$ cat config.mk
export PLATFORM = sky130hd
export DESIGN_NAME = sfq_word_tx_flat
export DESIGN_NICKNAME = d
export VERILOG_FILES = /design/src/rtl/sfq_tx_pkg.sv /design/src/rtl/sfq_word_tx_if.sv /design/src/rtl/sfq_tx_fifo.sv /design/src/rtl/sfq_word_tx.sv /design/src/flat_wrapper.sv
export SDC_FILE = /design/constraint.sdc
export NUM_CORES = 1
export LEC_CHECK = 0
export BUFFER_PORTS_ARGS = -buffer_cell sky130_fd_sc_hd__buf_4
export CORE_MARGIN = 3
export CORE_UTILIZATION = 35
export DETAILED_ROUTE_END_ITERATION = 8
export PLACE_DENSITY_LB_ADDON = 0.3
export SLEW_MARGIN = 20
export SYNTH_ARGS = -nofsm -noshare
export SYNTH_HDL_FRONTEND = slang
export SYNTH_HIERARCHICAL = 1
export SYNTH_SLANG_ARGS = --single-unit
$ cat constraint.sdc
create_clock -name clkin -period 2.9 [get_ports clkin]
set_input_delay 0.58 -clock clkin [delete_from_list [all_inputs] [get_ports clkin]]
set_output_delay 0.58 -clock clkin [all_outputs]
set_load 0.01 [all_outputs]
$ cat src/rtl/sfq_tx_pkg.sv
// Shared types for the word-to-SFQ transmitter.
// Optional feature macro: SFQ_TX_PARITY_EN (adds a trailing odd-parity bit per word).
package sfq_tx_pkg;

  localparam int TX_CNT_W = 16;

  typedef enum logic [2:0] {
    ST_IDLE,
    ST_LOAD,
    ST_DATA,
    ST_SETUP,
    ST_CLOCK
`ifdef SFQ_TX_PARITY_EN
    , ST_PARITY
`endif
  } tx_state_t;

  // Odd-parity bit: 1 when the word holds an even number of ones.
  // Zero-extending a narrower word does not change its parity.
  function automatic logic odd_parity_bit(input logic [31:0] word);
    return ~^word;
  endfunction

endpackage

$ cat src/rtl/sfq_word_tx_if.sv
// Parallel word input handshake for the SFQ transmitter.
interface sfq_word_tx_if #(
  parameter int WIDTH = 8
);
  logic             in_valid;
  logic [WIDTH-1:0] in_data;
  logic             in_ready;

  modport master (output in_valid, output in_data, input in_ready);
  modport slave  (input in_valid, input in_data, output in_ready);
endinterface

$ cat src/rtl/sfq_tx_fifo.sv
// Synchronous word FIFO; full/empty are registered so in_ready never
// depends combinationally on the same-cycle push.
module sfq_tx_fifo #(
  parameter int WIDTH = 8,
  parameter int DEPTH = 4
) (
  input  logic             clkin,
  input  logic             rst,
  input  logic             i_push,
  input  logic [WIDTH-1:0] i_data,
  input  logic             i_pop,
  output logic [WIDTH-1:0] o_data,
  output logic             o_full,
  output logic             o_empty
);

  localparam int AW = $clog2(DEPTH);
  localparam logic [AW:0] L_DEPTH = (AW+1)'(DEPTH);

  logic [WIDTH-1:0] r_mem [DEPTH];
  logic [AW-1:0]    r_wr_ptr;
  logic [AW-1:0]    r_rd_ptr;
  logic [AW:0]      r_count;
  logic [AW:0]      w_count_nxt;
  logic             r_full;
  logic             r_empty;
  logic             w_push;
  logic             w_pop;

  assign w_push = i_push && !r_full;
  assign w_pop  = i_pop && !r_empty;

  // Occupancy after this edge; a simultaneous push and pop leaves it unchanged.
  always_comb begin
    w_count_nxt = r_count;
    if (w_push && !w_pop)
      w_count_nxt = r_count + (AW+1)'(1);
    else if (!w_push && w_pop)
      w_count_nxt = r_count - (AW+1)'(1);
  end

  // Pointer, occupancy and flag registers.
  always_ff @(posedge clkin) begin
    if (rst) begin
      r_wr_ptr <= '0;
      r_rd_ptr <= '0;
      r_count  <= '0;
      r_full   <= 1'b0;
      r_empty  <= 1'b1;
    end else begin
      if (w_push) r_wr_ptr <= r_wr_ptr + AW'(1);
      if (w_pop)  r_rd_ptr <= r_rd_ptr + AW'(1);
      r_count <= w_count_nxt;
      r_full  <= (w_count_nxt == L_DEPTH);
      r_empty <= (w_count_nxt == '0);
    end
  end

  // Storage array; contents need no reset since empty gates every read.
  always_ff @(posedge clkin) begin
    if (w_push) r_mem[r_wr_ptr] <= i_data;
  end

  assign o_data  = r_mem[r_rd_ptr];
  assign o_full  = r_full;
  assign o_empty = r_empty;

endmodule

$ cat src/rtl/sfq_word_tx.sv
// Word-to-SFQ transmitter: buffers words and serialises them MSB-first as
// single-cycle data strobes, each followed GAP idle cycles later by a
// single-cycle clock strobe.
// Optional feature macro: SFQ_TX_PARITY_EN (trailing odd-parity bit per word).
//
// state  | meaning
// IDLE   | waiting for a queued word
// LOAD   | word in shift register, bit counter loaded
// DATA   | data strobe for the current MSB
// SETUP  | GAP quiet cycles before the clock strobe
// CLOCK  | clock strobe, shift to next bit or finish word
// PARITY | data strobe for the parity bit (parity build only)
module sfq_word_tx
  import sfq_tx_pkg::*;
#(
  parameter int WIDTH = 8,
  parameter int DEPTH = 4,
  parameter int GAP   = 1
) (
  input  logic                clkin,
  input  logic                rst,
  sfq_word_tx_if.slave        s_in,
  output logic                data_pulse,
  output logic                clk_pulse,
  output logic                frame_pulse,
  output logic                busy,
  output logic [TX_CNT_W-1:0] tx_count
);

  localparam int BW = $clog2(WIDTH);

  tx_state_t            r_state;
  logic [WIDTH-1:0]     r_shift;
  logic [BW-1:0]        r_bit_cnt;
  logic [3:0]           r_gap_cnt;
  logic                 r_data_pulse;
  logic                 r_clk_pulse;
  logic                 r_frame_pulse;
  logic [TX_CNT_W-1:0]  r_tx_count;
`ifdef SFQ_TX_PARITY_EN
  logic                 r_par_bit;
  logic                 r_par_phase;
`endif

  logic             w_full;
  logic             w_empty;
  logic             w_push;
  logic             w_pop;
  logic             w_word_done;
  logic [WIDTH-1:0] w_fifo_data;

  assign w_push = s_in.in_valid && !w_full;

`ifdef SFQ_TX_PARITY_EN
  assign w_word_done = (r_bit_cnt == '0) && r_par_phase;
`else
  assign w_word_done = (r_bit_cnt == '0);
`endif

  // The head word is captured into the shift register on the pop itself,
  // so LOAD only has to arm the counter and the first strobe.
  assign w_pop = !w_empty &&
                 ((r_state == ST_IDLE) || ((r_state == ST_CLOCK) && w_word_done));

  sfq_tx_fifo #(
    .WIDTH (WIDTH),
    .DEPTH (DEPTH)
  ) u_fifo (
    .clkin   (clkin),
    .rst     (rst),
    .i_push  (w_push),
    .i_data  (s_in.in_data),
    .i_pop   (w_pop),
    .o_data  (w_fifo_data),
    .o_full  (w_full),
    .o_empty (w_empty)
  );

  // Serialiser FSM; strobes are registered on entry to the state they belong to.
  always_ff @(posedge clkin) begin
    if (rst) begin
      r_state       <= ST_IDLE;
      r_shift       <= '0;
      r_bit_cnt     <= '0;
      r_gap_cnt     <= '0;
      r_data_pulse  <= 1'b0;
      r_clk_pulse   <= 1'b0;
      r_frame_pulse <= 1'b0;
      r_tx_count    <= '0;
`ifdef SFQ_TX_PARITY_EN
      r_par_bit     <= 1'b0;
      r_par_phase   <= 1'b0;
`endif
    end else begin
      r_data_pulse  <= 1'b0;
      r_clk_pulse   <= 1'b0;
      r_frame_pulse <= 1'b0;
      case (r_state)
        ST_IDLE: begin
          if (w_pop) begin
            r_shift <= w_fifo_data;
            r_state <= ST_LOAD;
          end
        end
        ST_LOAD: begin
          r_bit_cnt     <= BW'(WIDTH-1);
          r_data_pulse  <= r_shift[WIDTH-1];
          r_frame_pulse <= 1'b1;
`ifdef SFQ_TX_PARITY_EN
          r_par_bit     <= odd_parity_bit(32'(r_shift));
          r_par_phase   <= 1'b0;
`endif
          r_state       <= ST_DATA;
        end
        ST_DATA: begin
          r_gap_cnt <= 4'(GAP-1);
          r_state   <= ST_SETUP;
        end
`ifdef SFQ_TX_PARITY_EN
        ST_PARITY: begin
          r_gap_cnt <= 4'(GAP-1);
          r_state   <= ST_SETUP;
        end
`endif
        ST_SETUP: begin
          if (r_gap_cnt == '0) begin
            r_clk_pulse <= 1'b1;
            r_state     <= ST_CLOCK;
          end else begin
            r_gap_cnt <= r_gap_cnt - 4'd1;
          end
        end
        ST_CLOCK: begin
          r_shift <= {r_shift[WIDTH-2:0], 1'b0};
          if (r_bit_cnt != '0) begin
            r_bit_cnt    <= r_bit_cnt - BW'(1);
            r_data_pulse <= r_shift[WIDTH-2];
            r_state      <= ST_DATA;
          end
`ifdef SFQ_TX_PARITY_EN
          else if (!r_par_phase) begin
            r_par_phase  <= 1'b1;
            r_data_pulse <= r_par_bit;
            r_state      <= ST_PARITY;
          end
`endif
          else begin
            r_tx_count <= r_tx_count + TX_CNT_W'(1);
`ifdef SFQ_TX_PARITY_EN
            r_par_phase <= 1'b0;
`endif
            if (w_pop) begin
              r_shift <= w_fifo_data;
              r_state <= ST_LOAD;
            end else begin
              r_state <= ST_IDLE;
            end
          end
        end
        default: r_state <= ST_IDLE;
      endcase
    end
  end

  assign s_in.in_ready = !w_full;
  assign data_pulse    = r_data_pulse;
  assign clk_pulse     = r_clk_pulse;
  assign frame_pulse   = r_frame_pulse;
  assign busy          = (r_state != ST_IDLE) || !w_empty;
  assign tx_count      = r_tx_count;

endmodule

$ cat src/flat_wrapper.sv
// flat-port wrapper written by rule: the top's interface ports become plain ports
module sfq_word_tx_flat import sfq_tx_pkg::*;
#(
  parameter int WIDTH = 8,
  parameter int DEPTH = 4,
  parameter int GAP   = 1
)
  (clkin, rst, data_pulse, clk_pulse, frame_pulse, busy, tx_count, s_in_in_valid, s_in_in_data, s_in_in_ready);
  sfq_word_tx_if #(.WIDTH(WIDTH)) s_in_i ();
  input  logic clkin;
  input  logic rst;
  output logic data_pulse;
  output logic clk_pulse;
  output logic frame_pulse;
  output logic busy;
  output logic [TX_CNT_W-1:0] tx_count;
  input wire logic [$bits(s_in_i.in_valid)-1:0] s_in_in_valid;
  input wire logic [$bits(s_in_i.in_data)-1:0] s_in_in_data;
  output wire logic [$bits(s_in_i.in_ready)-1:0] s_in_in_ready;
  assign s_in_i.in_valid = s_in_in_valid;
  assign s_in_i.in_data = s_in_in_data;
  assign s_in_in_ready = s_in_i.in_ready;
  sfq_word_tx #(.WIDTH(WIDTH), .DEPTH(DEPTH), .GAP(GAP)) u_core (.clkin(clkin), .rst(rst), .s_in(s_in_i), .data_pulse(data_pulse), .clk_pulse(clk_pulse), .frame_pulse(frame_pulse), .busy(busy), .tx_count(tx_count));
endmodule
# Yosys cells after proc, flatten, opt, wreduce, memory -nomap -nowiden
# Memory sizes are Yosys's and may differ from the RTL's. A register that Yosys moved wholly into a read port is not among the register bits.
# Index checks and enable logic that the tools add are counted.
dict set report totals {
  reg_bits 46
  ramBits 32
  in_bits 11
  out_inout_bits 21
  memories 1
}
dict set report classes {
  add_sub_neg 7
  n_eq_ne 9
  muxes 23
  n_bitwise 2
  n_reduce_logical 28
}
# memory words word_bits rd rd_clocked_by_memory_dff wr line_no
set mem_list {}
lappend mem_list {u_core.u_fifo.r_mem 4 8 1 1 1 sfq_tx_fifo.sv:20} ;# logic [WIDTH-1:0] r_mem [DEPTH];
# cell n
set ops {}
lappend ops {{$mux W8} 3}
lappend ops {{$mux W3} 6}
lappend ops {{$add A16 B1 Y16 const B} 1}
lappend ops {{$pmux W8 S2} 1}
lappend ops {{$pmux W3 S5} 1}
lappend ops {{$reduce_and A2 Y1} 5}
lappend ops {{$logic_not A3 Y1} 3}
lappend ops {{$pmux W4 S2} 1}
lappend ops {{$logic_and A1 B1 Y1} 7}
lappend ops {{$eq A3 B2 Y1 const B} 2}
lappend ops {{$eq A3 B3 Y1 const B} 2}
lappend ops {{$mux W1} 6}
lappend ops {{$ne A2 B2 Y1 const B} 3}
lappend ops {{$pmux W3 S2} 1}
lappend ops {{$reduce_bool A2 Y1} 3}
lappend ops {{$reduce_bool A3 Y1} 2}
lappend ops {{$sub A3 B1 Y3 const B} 2}
lappend ops {{$add A2 B1 Y2 const B} 2}
lappend ops {{$logic_not A1 Y1} 4}
lappend ops {{$logic_not A4 Y1} 1}
lappend ops {{$mux W2} 2}
lappend ops {{$mux W4} 1}
lappend ops {{$sub A4 B1 Y4 const B} 1}
lappend ops {{$add A3 B1 Y3 const B} 1}
lappend ops {{other kinds (6)} 8}

# Longest topological paths before layout
# Gate-level depths: netlist (run 1).
dict set report logic_depth {
  depth_word 9
  depth_mapped 9
  mapped_depth_nobuf 8
}

# Hierarchy
# The synthesis (run 1) kept the hierarchy.
# module instances cells_per_inst area_per_inst_um2
set modules_own_cells {}
lappend modules_own_cells {sfq_tx_fifo 1 112 1771.7}
lappend modules_own_cells {sfq_word_tx 1 196 1691.6}

# Worst setup path after synthesis (run 1)
# No wires, ideal clock.
dict set report synth_path {
  path_type {register -> register}
  from {register u_core.r_bit_cnt[0]}
  to {register u_core.r_tx_count[15], in the netlist u_core/tx_count[15]}
  setup_ns 0.070
  t_arrival_ns 2.176
  required_ns 2.830
  slack_ns 0.653
  stages_incl_launch_ff 9
  path_buffers 2
  synth_period_minus_slack_ns 2.247
  cell_sequence {dfxtp_1 -> inv_1 -> ha_1 -> or4b_1 -> clkbuf_2 -> or3_1 -> clkbuf_2 -> or4_1 -> a21oi_1}
}
dict set report synth_between {
  elab_chain_cells 3
}
# item line_no
set synth_rtl {}
lappend synth_rtl {{from (decl)} sfq_word_tx.sv:34} ;# logic [BW-1:0] r_bit_cnt;
lappend synth_rtl {{from (signal assigned)} sfq_word_tx.sv:106} ;# r_bit_cnt <= BW'(WIDTH-1);
lappend synth_rtl {{from (signal assigned)} sfq_word_tx.sv:136} ;# r_bit_cnt <= r_bit_cnt - BW'(1);
lappend synth_rtl {{$reduce_bool A3 Y1} sfq_word_tx.sv:135} ;# if (r_bit_cnt != '0) begin
lappend synth_rtl {{$not A1 Y1 (no line)} -}
lappend synth_rtl {{$reduce_and A2 Y1 (no line)} -}
lappend synth_rtl {{to (signal assigned)} sfq_word_tx.sv:148} ;# r_tx_count <= r_tx_count + TX_CNT_W'(1);
lappend synth_rtl {{to (decl)} sfq_word_tx.sv:39} ;# logic [TX_CNT_W-1:0] r_tx_count;
# No other way between the ends.
# A chain may end at the register's enable or synchronous reset.

# Worst setup path after layout (run 1)
# Same ends and word-level chain as after synthesis.

==> impl_metrics.env, run 1 <==
export IMPL_syn_nets=329
export IMPL_relSlewSlack_pct=40.6
export IMPL_worstSetupEndpointType="flop"
export IMPL_die_height_um=105
export IMPL_yosysWarnings=6
export IMPL_pre_cts_slack_ps=557
export IMPL_final_area_um2=4020
export IMPL_worst_slack_ps=539
export IMPL_wirelength_mm=5.88
export IMPL_gp_congestion=0.795
export IMPL_track_usage_pct=11.0
export IMPL_numCtsBuffers=9
export IMPL_multi_input_area_um2=1420
export IMPL_postCtsSetupRepairBufs=0
export IMPL_max_freq_ghz=0.423
export IMPL_critPathTopFamily="simple AND/OR/NAND/NOR gates"
export IMPL_core_area_um2=9420
export IMPL_clk_latency_ps=350
export IMPL_post_route_period_util_pct=81.4
export IMPL_comb_power_share_pct=26.5
export IMPL_p_seq_share_pct=47.1
export IMPL_pin_count=32
export IMPL_min_to="u_core/u_fifo/r_mem[1][2]"
export IMPL_rows=35
export IMPL_worst_pin_slew_ps=886
export IMPL_setup_viol=0
export IMPL_synth_mux_area_share_pct=7.51
export IMPL_p_per_area_nw_per_um2=803
export IMPL_maxCapViolations=0
export IMPL_clk_pin_slew_ps=90
export IMPL_utilization_pct=42.7
export IMPL_grt_pass1_vias=2094
export IMPL_cts_root_buf="clkbuf_8"
export IMPL_hp_start="s_in_in_data[2]"
export IMPL_crit_type="flop to flop"
export IMPL_fillers=902
export IMPL_antennaDiodeCount=0
export IMPL_cts_tree="yes"
export IMPL_synth_avg_cell_area_um2=11.2
export IMPL_synth_fa_ha_area_share_pct=3.61
export IMPL_r2r_start="u_core/r_bit_cnt[0]"
export IMPL_async_reset_ff_share_pct=0
export IMPL_cts_buffer_depth=2
export IMPL_synth_xor_area_share_pct=4.26
export IMPL_worst_path_buf_inv=1
export IMPL_period_minus_slack_ps=2360
export IMPL_syn_to_final_growth_pct=16.1
export IMPL_antenna_found_initial=0
export IMPL_dieArea_um2=11100
export IMPL_viasPerCell=4.82
export IMPL_ff_latch_area_um2=1920
export IMPL_finalHoldViolations=0
export IMPL_rrSetupSlack_ps=540
export IMPL_startpoint_type="flop"
export IMPL_cts_sinks=80
export IMPL_placed_area_um2=3810
export IMPL_yosys_area_share_simple_pct=17.6
export IMPL_dp_hpwl_mm=4.05
export IMPL_worstPathArrival_ps=2640
export IMPL_synth_area_um2=3460
export IMPL_netSwitchingFraction_pct=32.1
export IMPL_p_leak_nw=1.46
export IMPL_status="completed"
export IMPL_cp_slowest_cell="or4b_1"
export IMPL_synth_compound_area_share_pct=8.02
export IMPL_yosys_top_cells_area="dfxtp_1 28%, edfxtp_1 28%, mux4_2 5.2%"
export IMPL_crit_fanout=7
export IMPL_r2r_end="u_core/tx_count[15]"
export IMPL_fin_nets=359
export IMPL_synth_largest_area_cell="dfxtp_1"
export IMPL_p_total_w=0.00323
export IMPL_grt_max_degree=47
export IMPL_hold_buffers=0
export IMPL_grt_pass1_wl_mm=9.85
export IMPL_vdd_ir_drop_worst_mv=0.241
export IMPL_dieWidth_um=105
export IMPL_ys_seq_elements=80
export IMPL_port_buffers=31
export IMPL_drtIter0Drc=82
export IMPL_ff2ff_path_depth=6
export IMPL_start_util_pct=36.8
export IMPL_wl_per_cell_um=12.4
export IMPL_synth_top_family_by_area="simple AND/OR/NAND/NOR gates"
export IMPL_holdPathStages=1
export IMPL_drc=0
export IMPL_layout_drive_gt1_share_pct=18.4
export IMPL_clock_skew_ps=8.43
export IMPL_p_int_w=0.00219
export IMPL_maxSlewViolCount=0
export IMPL_required_ps=3180
export IMPL_fin_setup_tns_ps=0
export IMPL_synthCells=308
export IMPL_grt_overflow=0
export IMPL_clock_power_share_pct=26.4
export IMPL_h_tree_depth=3
export IMPL_synth_edff_count=32
export IMPL_drt_pass1_iterations=4
export IMPL_route_vias_total=2274
export IMPL_synth_flop_cell="dfxtp_1"
export IMPL_switchingPower_w=0.00104
export IMPL_yosysUniqueCellTypes=46
export IMPL_ys_seq_area_share_pct=55.5
export IMPL_yosysTopAreaCellShare_pct=27.7
export IMPL_worstPathCellList="inv_1 > ha_1 > or4b_1 > or3_1 > or4_1 > a21oi_1"
export IMPL_ctsResizeCount=0
export IMPL_cpPeakStageDelay_ps=560
export IMPL_hp_class="input pin to flop"
export IMPL_rsz0062_at_grt="false"
export IMPL_ant_nets=0
==> kinds of logic (layout without fill, tap and decap cells) <==
logic type | after synthesis | in the layout
and+or+nand+nor | 115 | 115
xor gates and xnor gates | 16 | 16
buffers and inverters | 29 | 64
AOI/OAI and AO/OA | 42 | 42
muxes | 16 | 16
adders and majority gates | 10 | 10
DFF | 80 | 80
==> cells in the mapped netlist, drive strengths merged, types with 2 or more instances <==
cell and n:
dfxtp 48, edfxtp 32, nor2 31, inv 15
a21oi 14, nand2 14, nand3 13, a211oi 11
ha 10, nor3 10, xnor2 10, clkbuf 9
mux2i 8, mux4 8, nor4 7, o21ai 7
and2 6, nor2b 6, or3 6, xor2 6
buf 5, nor3b 5, nand2b 4, a311oi 3
and3 3, o31ai 3, nand4 2, or4 2
==> worst max-delay path by stage <==
stage / endpoint / startpoint / cells after the start / slack, ps
6_report: u_core/tx_count[15] / u_core/r_bit_cnt[0] / 6 / 540
5_1_grt: u_core/u_fifo/o_full / u_core/r_bit_cnt[0] / 8 / 360
2_1_floorplan: u_core/tx_count[15] / u_core/r_bit_cnt[0] / 8 / 650
3_3_place_gp: u_core/tx_count[15] / u_core/r_bit_cnt[0] / 6 / 600
4_1_cts: u_core/tx_count[15] / u_core/r_bit_cnt[0] / 6 / 530
3_5_place_dp: u_core/tx_count[15] / u_core/r_bit_cnt[0] / 6 / 560
==> area by class of cell <==
type / count / share of cell area (%)
flip-flops and latches: 80 / 47.8
multi-input cells: 199 / 35.4
repair buffers: 33 / 6.16
well taps: 129 / 4.01
clock buffers: 9 / 3.08
clock inverters: 7 / 2.18
inverters: 15 / 1.40
==> metrics by stage <==
stage,instances,hold slack (ps)
CTS,472,409
floorplan,308,443
global placement,456,455
global route,472,403
finish,472,426
detailed placement,456,461
==> layout by cell type, fill, tap and decap left out, drive strengths merged, types with 2 or more instances in the layout <==
cell type | Yosys | routed
clkinv | 0 | 3
inv | 15 | 18
nand2 | 14 | 14
and2 | 6 | 6
ha | 10 | 10
buf | 5 | 33
o31ai | 3 | 3
nor4 | 7 | 7
xor2 | 6 | 6
and3 | 3 | 3
a21oi | 14 | 14
nand4 | 2 | 2
o21ai | 7 | 7
nor2b | 6 | 6
a311oi | 3 | 3
nor3b | 5 | 5
nand2b | 4 | 4
xnor2 | 10 | 10
nor3 | 10 | 10
mux4 | 8 | 8
or4 | 2 | 2
dfxtp | 48 | 48
a211oi | 11 | 11
or3 | 6 | 6
clkbuf | 9 | 9
mux2i | 8 | 8
edfxtp | 32 | 32
nand3 | 13 | 13
nor2 | 31 | 31
==> per-layer routing <==
| metal | GRT usage [%] | part of all wire, % | up-vias |
|---|---|---|---|
| li1 | - | - | 1170 |
| met1 | 14.5 | 49 | 1067 |
| met2 | 16.9 | 45 | 33 |
| met3 | 4.23 | 4.4 | 4 |
| met4 | 3.09 | 0.94 | 0 |
| met5 | 0 | 0 | - |
==> power by group through the flow <==
stage          Clock [W]  Sequential (W)  Combinational [W]
5_1_grt         0.000931         0.00155           0.000969
3_5_place_dp           0         0.00155           0.000864
2_1_floorplan          0         0.00149           0.000733
4_1_cts         0.000889         0.00153           0.000867
6_report        0.000851         0.00152           0.000855
3_3_place_gp           0         0.00154           0.000849
==> registers in the layout (all words and copies together), names as in the netlist, 2 cells and up, named ones only <==
signal	cells
u_core/u_fifo/r_wr_ptr	2
u_core/r_gap_cnt	4
u_core/u_fifo/r_mem	32
u_core/r_shift	8
u_core/r_state	3
u_core/u_fifo/r_rd_ptr	2
u_core/u_fifo/r_count	3
u_core/r_bit_cnt	3
u_core/tx_count	16
Power figures use the tool's default switching activity.
==> inputs of run 2 (changes only) <==
--- a/config.mk
+++ b/config.mk
@@ -5,6 +5,7 @@
 export SDC_FILE = /design/constraint.sdc
 export NUM_CORES = 1
 export LEC_CHECK = 0
+export ABC_AREA = 1
 export BUFFER_PORTS_ARGS = -buffer_cell sky130_fd_sc_hd__buf_4
 export CORE_MARGIN = 3
 export CORE_UTILIZATION = 35
==> constraint.sdc (replaced) <==
create_clock -name clkin -period 2 [get_ports clkin]
set_input_delay 0.4 -clock clkin [delete_from_list [all_inputs] [get_ports clkin]]
set_output_delay 0.4 -clock clkin [all_outputs]
set_load 0.01 [all_outputs]
==> run 2 against run 1 <==
Hold slack lost 200 ps. Sequential cell count stayed put. Core utilization rose by 0.43 points. Clock skew about the same. Sequential share of layout area fell by 3.2 points. Clock-buffer cell count is the same. Final cell count up 32%. Wire length grew 25%. Register-to-register slack got worse by 330 ps. Clock power up 48%. Critical path type unchanged. Largest cell class unchanged. Highest routed layer unchanged.
==> impl_metrics.env, run 2 <==
export IMPL_track_usage_pct=13.5
export IMPL_ff2ff_path_depth=13
export IMPL_layout_drive_gt1_share_pct=17.1
export IMPL_relSlewSlack_pct=65.7
export IMPL_dieWidth_um=109
export IMPL_fin_setup_tns_ps=0
export IMPL_numCtsBuffers=9
export IMPL_placed_cells=609
export IMPL_start_util_pct=36.9
export IMPL_drc=0
export IMPL_synthCells=446
export IMPL_mostFrequentLayoutCell="nand2_1"
export IMPL_status="completed"
export IMPL_fillers=1015
export IMPL_synth_most_common_cell="nand2_1"
export IMPL_grt_pass1_vias=2656
export IMPL_viasPerCell=4.66
export IMPL_fin_nets=508
export IMPL_dieArea_um2=11800
export IMPL_worstSetupEndpointType="flop"
export IMPL_p_per_area_nw_per_um2=1080
export IMPL_grt_overflow=0
export IMPL_critPathTopFamily="simple AND/OR/NAND/NOR gates"
export IMPL_maxCapViolations=0
export IMPL_finalHoldViolations=0
export IMPL_die_height_um=109
export IMPL_crit_top_cell="nand2_1"
export IMPL_clk_latency_ps=350
export IMPL_hp_class="input pin to flop"
export IMPL_synth_edff_count=32
export IMPL_setup_viol=0
export IMPL_cp_slowest_cell="dfxtp_1"
export IMPL_yosysWarnings=6
export IMPL_period_minus_slack_ps=1790
export IMPL_wirelength_mm=7.34
export IMPL_required_ps=2240
export IMPL_dp_hpwl_mm=5.21
export IMPL_post_route_period_util_pct=89.7
export IMPL_cts_tree="yes"
export IMPL_cts_sinks=80
export IMPL_yosysUniqueCellTypes=31
export IMPL_ant_nets=0
export IMPL_startpoint_type="flop"
export IMPL_crit_fanout=6
export IMPL_grt_max_degree=23
export IMPL_p_leak_nw=1.75
export IMPL_finalNonFillerCells=625
export IMPL_drtIter0Drc=161
export IMPL_synth_largest_area_cell="dfxtp_1"
export IMPL_h_tree_depth=3
export IMPL_yosysTopAreaCellShare_pct=26.0
export IMPL_pin_count=32
export IMPL_clk_pin_slew_ps=90
export IMPL_antennaDiodeCount=0
export IMPL_cts_root_buf="clkbuf_8"
export IMPL_cpPeakStageDelay_ps=330
export IMPL_syn_nets=467
export IMPL_largest_reg_flops=32
export IMPL_antenna_found_initial=0
export IMPL_async_reset_ff_share_pct=0
export IMPL_syn_to_final_growth_pct=16.8
export IMPL_wl_per_cell_um=11.7
export IMPL_yosys_top_cells_area="dfxtp_1 26%, edfxtp_1 26%, nand2_1 9.3%"
export IMPL_gp_congestion=0.810
export IMPL_vdd_ir_drop_worst_mv=0.634
export IMPL_worstPathArrival_ps=2040
export IMPL_ys_seq_elements=80
export IMPL_synth_avg_cell_area_um2=8.28
export IMPL_drt_pass1_iterations=4
export IMPL_clock_skew_ps=8.60
export IMPL_rows=36
export IMPL_grt_pass1_wl_mm=12.5
export IMPL_core_area_um2=10000
export IMPL_ys_top_cells_by_count="91 x nand2_1, 57 x nor2_1, 56 x inv_1"
export IMPL_final_cell_mix="91 x nand2_1, 57 x nor2_1, 56 x inv_1"
export IMPL_rsz0062_at_grt="false"
export IMPL_route_vias_total=2915
export IMPL_crit_type="flop to flop"
export IMPL_synth_flop_cell="dfxtp_1"
export IMPL_maxSlewViolCount=0
export IMPL_worst_pin_slew_ps=514
export IMPL_port_buffers=31
export IMPL_crit_cells=13
export IMPL_synth_area_um2=3690
export IMPL_worstPathCellList="inv_1 > ha_1 > nand2_1 > a211oi_2 > inv_1 > nor2_4 > nand2_4 > nand2_1 > nand2_1 > nand2_2 > nor2_1 > nand2_1 > nand2_1"
export IMPL_worst_path_buf_inv=2
export IMPL_postCtsSetupRepairBufs=0
export IMPL_cts_buffer_depth=2
export IMPL_max_freq_ghz=0.558
export IMPL_holdPathStages=2
export IMPL_largest_register="u_core/u_fifo/r_mem"
export IMPL_ys_seq_area_share_pct=52.1
## run 2: cell types whose count changed in the layout (fill, tap and decap cells not counted), moves of 8 or more
| cell | change |
|---|---|
| nand2_1 | +77 |
| inv_1 | +41 |
| o21ai_0 | +33 |
| nor2_1 | +26 |
| a21oi_1 | +13 |
| a211oi_1 | -10 |
| o22ai_1 | +9 |
| mux2i_1 | -8 |
| mux4_2 | -8 |
| xnor2_1 | -8 |
## run 2: per-layer routing
layer	track usage (%)	wire [um]	part of all wire (%)
met1	18.2	3550	48
met2	21.1	3440	47
met3	3.08	280	3.8
met4	5.14	68	0.93
met5	0	0	0
## run 2: what timing repair did
item / CTS / global route
hold buffers: 0 / 0
setup endpoints to repair: 0 / 4
gates resized for setup: 0 / 1
## run 2: final cells by class
| cell class | instances | area [um2] | area share (%) |
|---|---|---|---|
| Sequential cell | 80 | 1920 | 44.6 |
| Multi-Input combinational cell | 294 | 1490 | 34.4 |
| Timing Repair Buffer | 39 | 293 | 6.79 |
| Inverter | 63 | 236 | 5.48 |
| Tap cell | 133 | 166 | 3.86 |
| Clock buffer | 9 | 124 | 2.87 |
| Clock inverter | 7 | 86.3 | 2.00 |
## run 2: through the flow
| stage | area (um2) | total power, W | worst slack [ps] | utilization (%) | hold slack (ps) |
|---|---|---|---|---|---|
| floorplan | 3690 | 0.00308 | 317 | - | 422 |
| global placement | 4100 | 0.00338 | 230 | 41.0 | 436 |
| detailed placement | 4100 | 0.00343 | 178 | 41.0 | 464 |
| CTS | 4310 | 0.00471 | 93.5 | 43.1 | 213 |
| global route | 4310 | 0.00501 | 19.0 | 43.1 | 220 |
| finish | 4310 | 0.00467 | 206 | 43.1 | 230 |
## run 2: worst paths after layout
kind                            start                        to  slack [ps]
hold reg to reg     u_core/r_shift[0]         u_core/r_shift[0]         480
setup / recovery  u_core/r_bit_cnt[0]     u_core/u_fifo/o_empty         210
setup reg to reg  u_core/r_bit_cnt[0]     u_core/u_fifo/o_empty         210
hold / removal                    rst  u_core/u_fifo/r_count[1]         230
## run 2: kinds of logic after synthesis
family	count (synthesis)	synth area share, %
AND/OR/NAND/NOR	194	23.5
flip-flops	80	52.1
buffers and inverters	72	7.83
adder cells (fa/ha/maj)	10	3.39
XOR/XNOR	3	0.712
AO/OA/AOI/OAI	87	12.5
## run 2: where the power goes
group	internal, W	switching [W]
sequential	0.00196	0.000179
combinational	0.000472	0.000799
clock	0.000607	0.000649
total	0.00304	0.00163
